==> config.mk <==
export PLATFORM = sky130hd
export DESIGN_NAME = mips_timer_flat
export DESIGN_NICKNAME = d
export VERILOG_FILES = /design/src/rtl/mips_timer_if.sv /design/src/rtl/mips_timer.sv /design/src/flat_wrapper.sv
export SDC_FILE = /design/constraint.sdc
export NUM_CORES = 1
export LEC_CHECK = 0
export BUFFER_PORTS_ARGS = -buffer_cell sky130_fd_sc_hd__buf_2
export CAP_MARGIN = 15
export CORE_MARGIN = 5
export CORE_UTILIZATION = 59
export CTS_BUF_LIST = sky130_fd_sc_hd__clkbuf_8
export DETAILED_ROUTE_END_ITERATION = 8
export PLACE_DENSITY = 0.88
export SYNTH_ARGS = -nofsm -noshare
export SYNTH_HDL_FRONTEND = slang
export SYNTH_SLANG_ARGS = --single-unit
==> constraint.sdc <==
create_clock -name clk -period 5.6 [get_ports clk]
set_clock_uncertainty 0.2 [all_clocks]
set_input_delay 1.12 -clock clk [delete_from_list [all_inputs] [get_ports clk]]
set_output_delay 1.12 -clock clk [all_outputs]
set_load 0.02 [all_outputs]
==> src/rtl/mips_timer_if.sv <==
// Bridge-side data-port bundle for the timer window: select, byte-addressed access, read-back.
interface mips_timer_if;
   logic        sel;
   logic [31:0] addr;
   logic [3:0]  byteen;
   logic [31:0] wdata;
   logic [31:0] rdata;

   modport master (output sel, output addr, output byteen, output wdata, input rdata);
   modport slave  (input sel, input addr, input byteen, input wdata, output rdata);
endinterface

==> src/rtl/mips_timer.sv <==
// Memory-mapped countdown timer: CTRL/PRESET/COUNT registers, one-shot or auto-reload,
// interrupt raised when COUNT is seen at zero.
module mips_timer (
   input  logic         clk,
   input  logic         reset,
   mips_timer_if.slave  bus,
   output logic         irq
);
   typedef enum logic [1:0] {IDLE, LOAD, CNT, INT} state_t;

   state_t      state, state_nx;
   logic [3:0]  ctrl, ctrl_fsm;
   logic [31:0] preset, count, count_nx;
   logic        pending, pend_set, pend_clr, en_clr;

   logic        en, auto_rl, im;
   logic        we, wr_ctrl, wr_preset;
   logic        unused_addr;

   assign en      = ctrl[0];
   assign auto_rl = (ctrl[2:1] == 2'b01);
   assign im      = ctrl[3];

   assign we        = bus.sel & (|bus.byteen);
   assign wr_ctrl   = we & (bus.addr[3:2] == 2'b00);
   assign wr_preset = we & (bus.addr[3:2] == 2'b01);
   assign unused_addr = ^{bus.addr[31:4], bus.addr[1:0]};

   function automatic logic [31:0] merge(input logic [31:0] old_v, input logic [31:0] new_v,
                                         input logic [3:0] be);
      logic [31:0] r;
      for (int i = 0; i < 4; i++)
         r[8*i +: 8] = be[i] ? new_v[8*i +: 8] : old_v[8*i +: 8];
      return r;
   endfunction

   always_comb begin
      state_nx = state;
      count_nx = count;
      pend_set = 1'b0;
      pend_clr = 1'b0;
      en_clr   = 1'b0;
      case (state)
         IDLE: if (en) state_nx = LOAD;
         LOAD: begin
            count_nx = preset;
            state_nx = CNT;
         end
         CNT: begin
            if (!en)
               state_nx = IDLE;
            else if (count != 32'd0)
               count_nx = count - 32'd1;
            else begin
               state_nx = INT;
               pend_set = 1'b1;
            end
         end
         INT: begin
            if (auto_rl) begin
               pend_clr = 1'b1;
               state_nx = LOAD;
            end else begin
               en_clr   = 1'b1;
               state_nx = IDLE;
            end
         end
         default: state_nx = IDLE;
      endcase
   end

   // A CPU write to the low byte of CTRL overrides the FSM's one-shot EN clear.
   assign ctrl_fsm = en_clr ? {ctrl[3:1], 1'b0} : ctrl;

   always_ff @(posedge clk) begin
      if (reset) begin
         state   <= IDLE;
         ctrl    <= 4'd0;
         preset  <= 32'd0;
         count   <= 32'd0;
         pending <= 1'b0;
      end else begin
         state   <= state_nx;
         count   <= count_nx;
         ctrl    <= (wr_ctrl && bus.byteen[0]) ? bus.wdata[3:0] : ctrl_fsm;
         if (wr_preset)
            preset <= merge(preset, bus.wdata, bus.byteen);
         if (wr_ctrl || pend_clr)
            pending <= 1'b0;
         else if (pend_set)
            pending <= 1'b1;
      end
   end

   always_comb begin
      case (bus.addr[3:2])
         2'b00:   bus.rdata = {28'd0, ctrl};
         2'b01:   bus.rdata = preset;
         2'b10:   bus.rdata = count;
         default: bus.rdata = 32'd0;
      endcase
   end

   assign irq = pending & im;
endmodule

==> src/flat_wrapper.sv <==
// flat-port wrapper written by rule: the top's interface ports become plain ports
module mips_timer_flat 
  (clk, reset, irq, bus_sel, bus_addr, bus_byteen, bus_wdata, bus_rdata);
  mips_timer_if bus_i ();
  input  logic clk;
  input  logic reset;
  output logic irq;
  input wire logic [$bits(bus_i.sel)-1:0] bus_sel;
  input wire logic [$bits(bus_i.addr)-1:0] bus_addr;
  input wire logic [$bits(bus_i.byteen)-1:0] bus_byteen;
  input wire logic [$bits(bus_i.wdata)-1:0] bus_wdata;
  output wire logic [$bits(bus_i.rdata)-1:0] bus_rdata;
  assign bus_i.sel = bus_sel;
  assign bus_i.addr = bus_addr;
  assign bus_i.byteen = bus_byteen;
  assign bus_i.wdata = bus_wdata;
  assign bus_rdata = bus_i.rdata;
  mips_timer u_core (.clk(clk), .reset(reset), .bus(bus_i), .irq(irq));
endmodule
==> flow_summary_export.csv <==
group,metric,value,unit
route,routed_wl,11300,um
setup_path,worstSetupStartpoint,"bus_addr[2]",
timing,max_freq,0.271,GHz
hold_path,hold_class,"flip-flop to flip-flop",
synth,ys_seq_area_share,35.7,%
setup_path,endpoint_kind,"primary output",
floorplan,num_rows,30,
place,port_buffers,73,
timing,rsz0062_at_grt,"false",
final_layout,antennaDiodeCount,0,
setup_path,startpoint_type,"primary input",
timing,period_share,66.0,%
place,globalplace.congestion,0.858,
route,routedWlPerCell,17.0,um
setup_path,cp_cell_sequence,"buf_2 -> nor2b_2 -> buf_4 -> a22o_1 -> buf_2",
global_route,grt_usage,27.7,%
route,ant_nets,0,
floorplan,core,6680,um2
global_route,grt_pass1_vias,4122,
route,drt_pass1_iterations,5,
cts,postCtsSetupBuffers,0,
cts,root_buffer,"clkbuf_8",
timing,fin_crit,3700,ps
global_route,antenna_found_initial,0,
global_route,grt_overflow,0,
setup_path,slowest_delay,380,ps
timing,relSlewSlack,33.1,%
power,clock_power_share,26.9,%
cts,ctsResizeCount,0,
final_layout,fin_nets,657,
final_layout,final_common_cell,"nand2_1",
power,power_leakage,1.81,nW
timing,worst_pin_slew,1000,ps
power,netSwitchingFraction,40.8,%
global_route,grt_pass1_wl,19300,um
power,vdd_drop_max,0.000269,V
floorplan,chipWidth,92.1,um
synth,yosys_register_bits,71,
final_layout,layout_common_cells,"nand2_1, a21oi_1, buf_2, dfxtp_1, a22o_1",
cts,clock-sinks,71,
setup_path,path_buf_inv,3,
final_layout,regArea,1420,um2
place,place_hpwl,7600,um
global_route,grt_max_degree,55,
synth,yosys_warnings,0,
synth,syn_avg_cell_area,7.49,um2
synth,synthCells,531,
final_layout,drive_gt1_share,19.1,%
cts,cts-hold-fix-buffers,0,
cts,htreeDepth,3,
route,via_count,4163,
power,p_sw,660,uW
timing,maxSlewViolCount,0,
timing,setup_viol,0,
flow_run,maxCapViolCount,0,
floorplan,die_h,92.1,um
power,power_density,357,nW/um2
setup_path,worst-setup-path-type,"primary input to primary output",
cts,cts.clk_slew.worst_paths,80,ps
setup_path,cp_slowest_cell,"buf_4",
hold_path,min-delay-start,"u_core.preset[14]",
synth,synth_edf_count,0,
power,p_int,959,uW
route,via_per_inst,6.25,
power,p_total,1.62,mW
cts,clkLatencyLatePin,350,ps
floorplan,die_area,8480,um2
synth,netlist_area,3980,um2
floorplan,ios,104,
timing,hold_viol_final,0,
cts,cts_inserted_buffers,9,
setup_path,crit_top_cell,"buf_2",
timing,holdWs,276,ps
setup_path,critPathMaxFanout,32,
final_layout,multi_input_area,2350,um2
floorplan,initial_utilization,59.5,%
timing,tns,0,ps
synth,async_flop_share,0,%
cts,clk_path_buf_depth,2,
final_layout,syn2layout_area_growth,14.1,%
outcome,status,"finished clean",
setup_path,cp.required,4280,ps
route,route.detailed.drc,0,
cts,cts_tree,"done",
setup_path,cp.arrival,2380,ps
setup_path,critPathTopFamily,"buffers and inverters",
synth,yosysUniqueCellTypes,49,
final_layout,nFillCells,581,
power,pwr-share-comb,38.7,%
power,pwr-share-seq,34.4,%
setup_path,r2r-start,"u_core.count[0]",
synth,synth_ff_type,"dfxtp_1",
route,first_iter_violations,407,
synth,synthesis.nets,607,
through the flow:
stage | instances | utilization, % | worst slack, ps | cell area, um2
2_1_floorplan | 531 | - | 1630 | 3980
3_3_place_gp | 650 | 64.8 | 1940 | 4330
3_5_place_dp | 650 | 64.8 | 1920 | 4330
4_1_cts | 666 | 67.9 | 1920 | 4540
5_1_grt | 666 | 67.9 | 1830 | 4540
6_report | 666 | 67.9 | 1900 | 4540
flip-flops by register name (all words and copies together) (netlist names):
signal	flops
u_core.count	32
u_core.ctrl	4
u_core.pending	1
u_core.preset	32
u_core.state	2
tightest hold or removal path: cells and delay by family, from the launching register on:
family	cells	cell delay (ps)
compound gates	1	50
flops	1	330
simple gates	1	50
power by group through the flow:
stage               registers (mW)  clock network, mW  logic, mW
finish                       0.557              0.436      0.626
CTS                          0.556              0.442      0.609
global route                 0.560              0.464      0.681
floorplan                    0.559                  0      0.468
global placement             0.565                  0      0.584
detailed placement           0.567                  0      0.606
path summary, 6_finish.rpt:
kind	cells past startpoint	slack [ps]	end
setup / recovery	5	1900	bus_rdata[6]
hold / removal	2	280	u_core.preset[14]
setup reg to reg	8	2450	u_core.count[5]
hold reg to reg	2	280	u_core.preset[14]
layout make-up:
cell class,count,share of cell area [%]
clock buffer,9,2.73
timing repair buffer,79,9.05
inverter,14,1.16
sequential,71,31.3
clock inverter,7,1.79
tap,80,2.21
multi-input combinational,406,51.7
logic make-up after synthesis:
kind of cell	share of synthesized area (%)
mux	2.86
buf+inv	5.51
flops	35.7
simple gates	26.1
fa+ha+maj	1.57
compound gates	28.2
metal layers:
layer | vias to the layer above | GRT usage (%) | share of wire, %
met5 | - | 0 | 0
met4 | 0 | 12.5 | 2.7
met3 | 33 | 6.23 | 8.5
met2 | 193 | 45.9 | 49
met1 | 1942 | 34.3 | 40
li1 | 1995 | - | -
cell usage after synthesis (3+ instances only):
library cell / count / area [um2]
o2bb2ai_1: 3 / 26.3
a21oi_1: 80 / 400
nor2_1: 26 / 97.6
or4_1: 6 / 45.0
and3_1: 13 / 81.3
nor2b_1: 13 / 81.3
a22o_1: 29 / 254
nand3_1: 12 / 60.1
nor4_1: 4 / 25.0
o31ai_1: 3 / 22.5
clkbuf_1: 31 / 116
buf_4: 3 / 22.5
nor3b_1: 4 / 30.0
ha_1: 5 / 62.6
mux2i_1: 8 / 80.1
o311ai_0: 4 / 35.0
inv_1: 13 / 48.8
nand2b_1: 6 / 37.5
buf_2: 4 / 20.0
o21ai_2: 6 / 52.6
mux2_2: 3 / 33.8
o21ai_0: 13 / 65.1
nand2_1: 103 / 387
a31oi_1: 4 / 25.0
o32ai_1: 5 / 43.8
dfxtp_1: 71 / 1420
or3_1: 5 / 31.3
o21ai_1: 17 / 85.1
nor3_1: 11 / 55.1
Note: power is estimated with default switching activity, not from simulation.
